===== src/rtl/pwm_multi_peripheral.sv =====
// Multi-channel PWM sharing one prescaled counter, with edge/centre alignment
// and double-buffered duty, period and mode that change only at period boundaries.
module pwm_multi_peripheral #(
  parameter int NUM_CH  = 16,
  parameter int CNT_W   = 8,
  parameter int PRESC_W = 8
) (
  input  logic                      clk,
  input  logic                      rst_n,
  input  logic                      run,
  input  logic [NUM_CH-1:0]         en_out,
  input  logic [NUM_CH-1:0]         en_pwm,
  input  logic [NUM_CH*CNT_W-1:0]   duty,
  input  logic [CNT_W-1:0]          period,
  input  logic [PRESC_W-1:0]        prescale,
  input  logic                      center,
  input  logic                      update,
  output logic [NUM_CH-1:0]         out,
  output logic                      period_start,
  output logic [CNT_W-1:0]          cnt_out
);

  typedef enum logic {DIR_UP = 1'b0, DIR_DOWN = 1'b1} dir_e;

  logic [PRESC_W-1:0] pre_q, pre_d;
  logic [CNT_W-1:0]   cnt_q, cnt_d;
  dir_e               dir_q, dir_d;
  logic               pending_q, pending_d;
  logic [CNT_W-1:0]   duty_sh_q [NUM_CH];
  logic [CNT_W-1:0]   period_sh_q;
  logic               center_sh_q;
  logic [NUM_CH-1:0]  out_q, out_d;
  logic               period_start_q;

  logic [CNT_W-1:0]   peff;
  logic               tick;
  logic               boundary;
  logic               load;

  // Centre mode treats a zero period as one so the up/down walk stays well formed.
  assign peff = (period_sh_q == '0) ? CNT_W'(1) : period_sh_q;
  // >= lets the prescaler recover at once if prescale is lowered below pre_q.
  assign tick = run && (pre_q >= prescale);
  assign boundary = tick && (center_sh_q ? ((dir_q == DIR_DOWN) && (cnt_q == '0))
                                         : (cnt_q == period_sh_q));
  // While stopped the shadows are transparent to any pending or fresh update.
  assign load = (pending_q || update) && (boundary || !run);
  assign pending_d = load ? 1'b0 : (pending_q || update);

  always_comb begin
    pre_d = pre_q + PRESC_W'(1);
    cnt_d = cnt_q;
    dir_d = dir_q;
    if (!run) begin
      pre_d = '0;
      cnt_d = '0;
      dir_d = DIR_UP;
    end else if (tick) begin
      pre_d = '0;
      if (boundary) begin
        cnt_d = '0;
        dir_d = DIR_UP;
      end else if (!center_sh_q) begin
        cnt_d = cnt_q + CNT_W'(1);
      end else if (dir_q == DIR_UP) begin
        if (cnt_q == peff - CNT_W'(1)) dir_d = DIR_DOWN;
        else                           cnt_d = cnt_q + CNT_W'(1);
      end else begin
        if (cnt_q == '0) dir_d = DIR_UP;
        else             cnt_d = cnt_q - CNT_W'(1);
      end
    end
  end

  always_comb begin
    out_d = '0;
    for (int i = 0; i < NUM_CH; i++) begin
      if (!en_out[i])      out_d[i] = 1'b0;
      else if (!en_pwm[i]) out_d[i] = 1'b1;
      else                 out_d[i] = run && (cnt_q < duty_sh_q[i]);
    end
  end

  always_ff @(posedge clk) begin
    if (!rst_n) begin
      pre_q          <= '0;
      cnt_q          <= '0;
      dir_q          <= DIR_UP;
      pending_q      <= 1'b0;
      period_sh_q    <= '1;
      center_sh_q    <= 1'b0;
      out_q          <= '0;
      period_start_q <= 1'b0;
      for (int i = 0; i < NUM_CH; i++) duty_sh_q[i] <= '0;
    end else begin
      pre_q          <= pre_d;
      cnt_q          <= cnt_d;
      dir_q          <= dir_d;
      pending_q      <= pending_d;
      out_q          <= out_d;
      period_start_q <= boundary;
      if (load) begin
        period_sh_q <= period;
        center_sh_q <= center;
        for (int i = 0; i < NUM_CH; i++) duty_sh_q[i] <= duty[i*CNT_W +: CNT_W];
      end
    end
  end

  assign out          = out_q;
  assign period_start = period_start_q;
  assign cnt_out      = cnt_q;

endmodule


===== config.mk =====
export PLATFORM = sky130hd
export DESIGN_NAME = pwm_multi_peripheral
export DESIGN_NICKNAME = d
export VERILOG_FILES = /design/src/rtl/pwm_multi_peripheral.sv
export SDC_FILE = /design/constraint.sdc
export NUM_CORES = 1
export LEC_CHECK = 0
export CAP_MARGIN = 20
export CORE_MARGIN = 3
export CORE_UTILIZATION = 52
export CTS_CLUSTER_DIAMETER = 150
export DETAILED_ROUTE_END_ITERATION = 7
export GPL_TIMING_DRIVEN = 1
export MAX_ROUTING_LAYER = met4
export PLACE_DENSITY = 0.81
export SLEW_MARGIN = 20
export SYNTH_ARGS = -nofsm -noshare
export SYNTH_HDL_FRONTEND = slang
export SYNTH_SLANG_ARGS = --single-unit

===== constraint.sdc =====
create_clock -name clk -period 10.4 [get_ports clk]
set_clock_uncertainty 0.05 [all_clocks]
set_input_delay 3.12 -clock clk [delete_from_list [all_inputs] [get_ports clk]]
set_output_delay 3.12 -clock clk [all_outputs]
set_load 0.1 [all_outputs]

Word-level counts from Yosys, hierarchy flattened
Memory sizes are Yosys's and may differ from the RTL's.
Cells that the tools add are included.
{ "word_totals": {"inputBits": 181, "ff_bits": 44, "n_memories": 1, "ram_bits": 128, "wordCells": 162} }
{ "mem_list": {"columns": ["name", "words", "width", "read_ports", "rd_clocked_by_memory_dff", "wr", "line", "source"], "rows": [
  ["duty_sh_q", 16, 8, 16, 0, 16, "29", "logic [CNT_W-1:0] duty_sh_q [NUM_CH];"]
]} }
{ "classes": {"muxes": 48, "bitwise_logic": 18, "order_cmp": 17, "reduce_logical": 47, "eq_ne": 4, "n_addsub": 4} }
{ "op_table": {"columns": ["operator", "count"], "rows": [
  ["8-bit two-way mux", 22],
  ["8-bit less-than comparator", 16],
  ["2-bit AND reduction", 18],
  ["1-bit two-way mux", 26],
  ["1-bit logical AND", 20],
  ["8-bit by 1-bit adder with 8-bit output (second input constant)", 2],
  ["8-bit == test", 2],
  ["8-bit zero test", 2],
  ["1-bit OR", 16],
  ["8-bit by 1-bit subtractor with 8-bit output (second input constant)", 2],
  ["8-bit >= comparator", 1],
  ["4-bit inequality test (second input constant)", 2],
  ["3-bit AND reduction", 1],
  ["3-bit OR reduction", 1],
  ["1-bit logical OR", 2],
  ["1-bit NOT", 2],
  ["2-bit nonzero test", 1],
  ["2-bit OR reduction", 1],
  ["1-bit zero test", 1]
]} }

Longest topological paths before layout
{ "depth": {"depth_word": 10, "mapped_depth": 13} }

Worst setup path after synthesis
Ideal clock, no wire load.
{ "synth_timing": {"path_kind": "input to register", "startpoint": "in prescale[7]", "endpoint": "mem duty_sh_q[0][0] (enable)", "setup_time_ns": 0.510, "arrival_time_ns": 7.680, "required_time_ns": 9.840, "slack_ns": 2.160, "path_stages": 10, "path_cell_list": "inv_1 ha_1 a211o_1 a21oi_1 a21oi_1 nand3b_1 a21oi_1 buf_2 buf_2 nand2b_1"} }
{ "synth_rtl": {"columns": ["element", "line", "source"], "rows": [
  ["from (decl)", "15", "input logic [PRESC_W-1:0] prescale,"],
  ["to (decl)", "29", null]
]} }

==> impl_metrics.yaml <==
power:
  cellLeakagePower_nw: 6.090
  ir_drop_mv: 0.1119
  power-per-cell-area_nw_per_um2: 133.8
sta:
  grt_setup_unrepaired: "no"
  max_freq_mhz: 150.4
  whs_ns: 0.4473
  max_slew_margin_pct: 29.70
  period_needed_ns: 6.651
  setup_viol: 0
  finalMaxSlewViolations: 0
  timing_hold_violations_final: 0
  totalNegativeSetupSlack_ns: 0
  tightestPinTransition_ns: 1.051
  timing.final.crit_share_pct: 63.95
cells_and_area:
  n_antenna_cell: 0
  mostFrequentLayoutCell: "clkdlybuf4s50_1"
  design.final.nets: 1470
  multi_input_comb_area_um2: 4727
  syn_to_final_growth_pct: 29.43
  final.fill_count: 1434
  final_layout_size_suffix_gt1_share_pct: 5.857
  area.sequential_um2: 4725
  most_frequent_cells_in_the_layout: "clkdlybuf4s50_1 (204), edfxtp_1 (128), inv_1 (124), ha_1 (124), and3_1 (86)"
route:
  first_iter_violations: 577
  num_vias: 7714
  wirelength_per_cell_um: 17.20
  drtPass1Iterations: 5
  detail-route-antenna-nets: 0
  route.detailed.vias_per_inst: 5.364
  postRouteWirelength_um: 24730
  remaining_drcs: 0
global_route:
  globalRoute.totalOverflow: 0
  first_global_vias: 7788
  maximum_number_of_pins_on_one_net_before_global_route_repair: 102
  grt_use_total_pct: 24.11
  gr-usage-met1_pct: 28.83
  global_route_met3_utilization_pct: 3.435
  antenna_found_initial: 0
  grt.busiest_layer: "met2"
  use_met2_pct: 41.53
  grt_first_pass_wirelength_um: 39430
yosys:
  synth_flop_cell: "edfxtp_1"
  synth.cell_area_um2: 10070
  yosys_register_bits: 172
  synthCells: 970
  netlist-cell-type-count: 52
  synthesized_nets: 1275
  yosys_warnings: 0
  post_synth_edffs: 128
  synth_seq_area_share_pct: 46.91
  synth-async-reset-ratio_pct: 0
  postSynthAreaPerCell_um2: 10.38
run:
  number_of_max_cap_violations: 0
setup_path:
  critical_path.startpoint_type: "primary input"
  timing.critical_path.slowest_cell_delay_ns: 0.65
  setup.worst_path.class: "in -> reg"
  worst_setup_path_end_kind: "flip-flop"
  critPathRequiredTime_ns: 10.42
  critical_path.slowest_cell: "nand2b_4"
  crit_fanout: 92
  worst_ep_arrival_time_ns: 6.67
  path_cells: "clkdlybuf4s50_1 > inv_1 > ha_1 > a211o_1 > a21oi_1 > a21oi_1 > nand3b_1 > a21oi_4 > buf_4 > nand2b_4 > buf_4"
  timing.reg2reg.worst_path_depth: 9
die:
  die-width_um: 145.2
  io-pin-count: 206
  die_outline_area_um2: 21070
  floorplan.die.height_um: 145.2
  initial_utilization_pct: 53.30
  floorplan.core_area_um2: 18890
  fp-row-count: 50
clock_network:
  cts_hold_buf: 0
  cts_resized: 0
  tritoncts: "done"
  clock_insertion_delay_worst_skew_ns: 0.43
  numCtsBuffers: 17
  numClockSinks: 172
  clk_transition_reported_paths_ns: 0.07
  htree_num_levels: 4
  cts_root_buf: "clkbuf_16"
  post_cts_setup_buffer_count: 0
  cts_max_path_buffers: 2
status:
  run_status: "complete, no violations"
worst_hold_path:
  worst_hold_path.num_cells: 2
  hold_class: "reg -> reg"
placement:
  port_buffers: 205
  detailedPlacementHpwl_um: 16700
  finalWeightedCongestion: 0.8735
state kept, by name, summed over array words and instances (netlist names):
signal / flops
duty_sh_q: 128
out: 16
cnt_out: 8
period_sh_q: 8
pre_q: 8
center_sh_q: 1
dir_q: 1
pending_q: 1
period_start: 1
cells by family after synthesis:
kind of cell             after synthesis  share of synthesized area [%]
XOR/XNOR                              20                          1.739
buffers and inverters                167                          6.336
adder cells (fa/ha/maj)              124                          15.41
flip-flops                           172                          46.91
AND/OR/NAND/NOR                      340                          18.82
AO/OA/AOI/OAI                        137                          9.778
multiplexers                          10                          1.006
synthesized netlist by cell type, drive strengths merged (11+ instances only):
library cell,n,area share (%)
xnor2,12,1.0
edfxtp,128,38
nor2,50,1.9
inv,124,4.6
dfxtp,44,8.7
a21o,55,4.1
or3b,15,1.3
clkbuf,39,1.5
nand3,18,0.89
nor3,12,0.60
nand2b,20,1.2
nand2,51,1.9
ha,124,15
a21oi,24,1.2
and2,50,3.1
nor2b,11,0.68
and3,86,5.3
layout make-up:
cell class / instances / share of cell area (%)
Multi-Input combinational cell: 631 / 36.26
Inverter: 124 / 3.571
Clock buffer: 17 / 3.264
Timing Repair Buffer: 219 / 16.63
Clock inverter: 15 / 1.536
Sequential cell: 172 / 36.24
Tap cell: 260 / 2.496
per-layer routing:
layer	vias to the layer above	part of all wire (%)
met1	3605	41
met4	0	3.0
li1	3803	-
met3	53	4.9
met5	-	0
met2	253	51
where the power goes:
part           total, mW  switching (mW)  internal [mW]
clock network      0.684           0.296          0.388
logic              0.259           0.134          0.125
registers          0.801          0.0154          0.786
total               1.74           0.445           1.30
final timing paths:
kind	start	endpoint	slack [ns]
hold / removal	pending_q	pending_q	0.45
setup / recovery	prescale[7]	duty_sh_q[0][46]	3.75
setup reg to reg	cnt_out[6]	duty_sh_q[0][46]	6.06
hold reg to reg	pending_q	pending_q	0.45
stage by stage:
step           power [mW]  area, um2  util [%]  setup WS, ns  instances
5_1_grt             1.807      13040     68.99         3.500       1438
2_1_floorplan      0.9642      10070         -         2.160        970
4_1_cts             1.750      13020     68.89         3.323       1437
6_report            1.744      13040     68.99         3.749       1438
3_3_place_gp        1.065      12390     65.58         2.994       1405
3_5_place_dp        1.074      12390     65.58         2.871       1405
critical path: cells and delay by family:
family / cells / cell delay, ns
adders and majority gates: 1 / 0.28
AOI/OAI and AO/OA: 4 / 0.64
buffers and inverters: 4 / 1.71
and+or+nand+nor: 2 / 0.83
(Power assumes the default switching activity.)
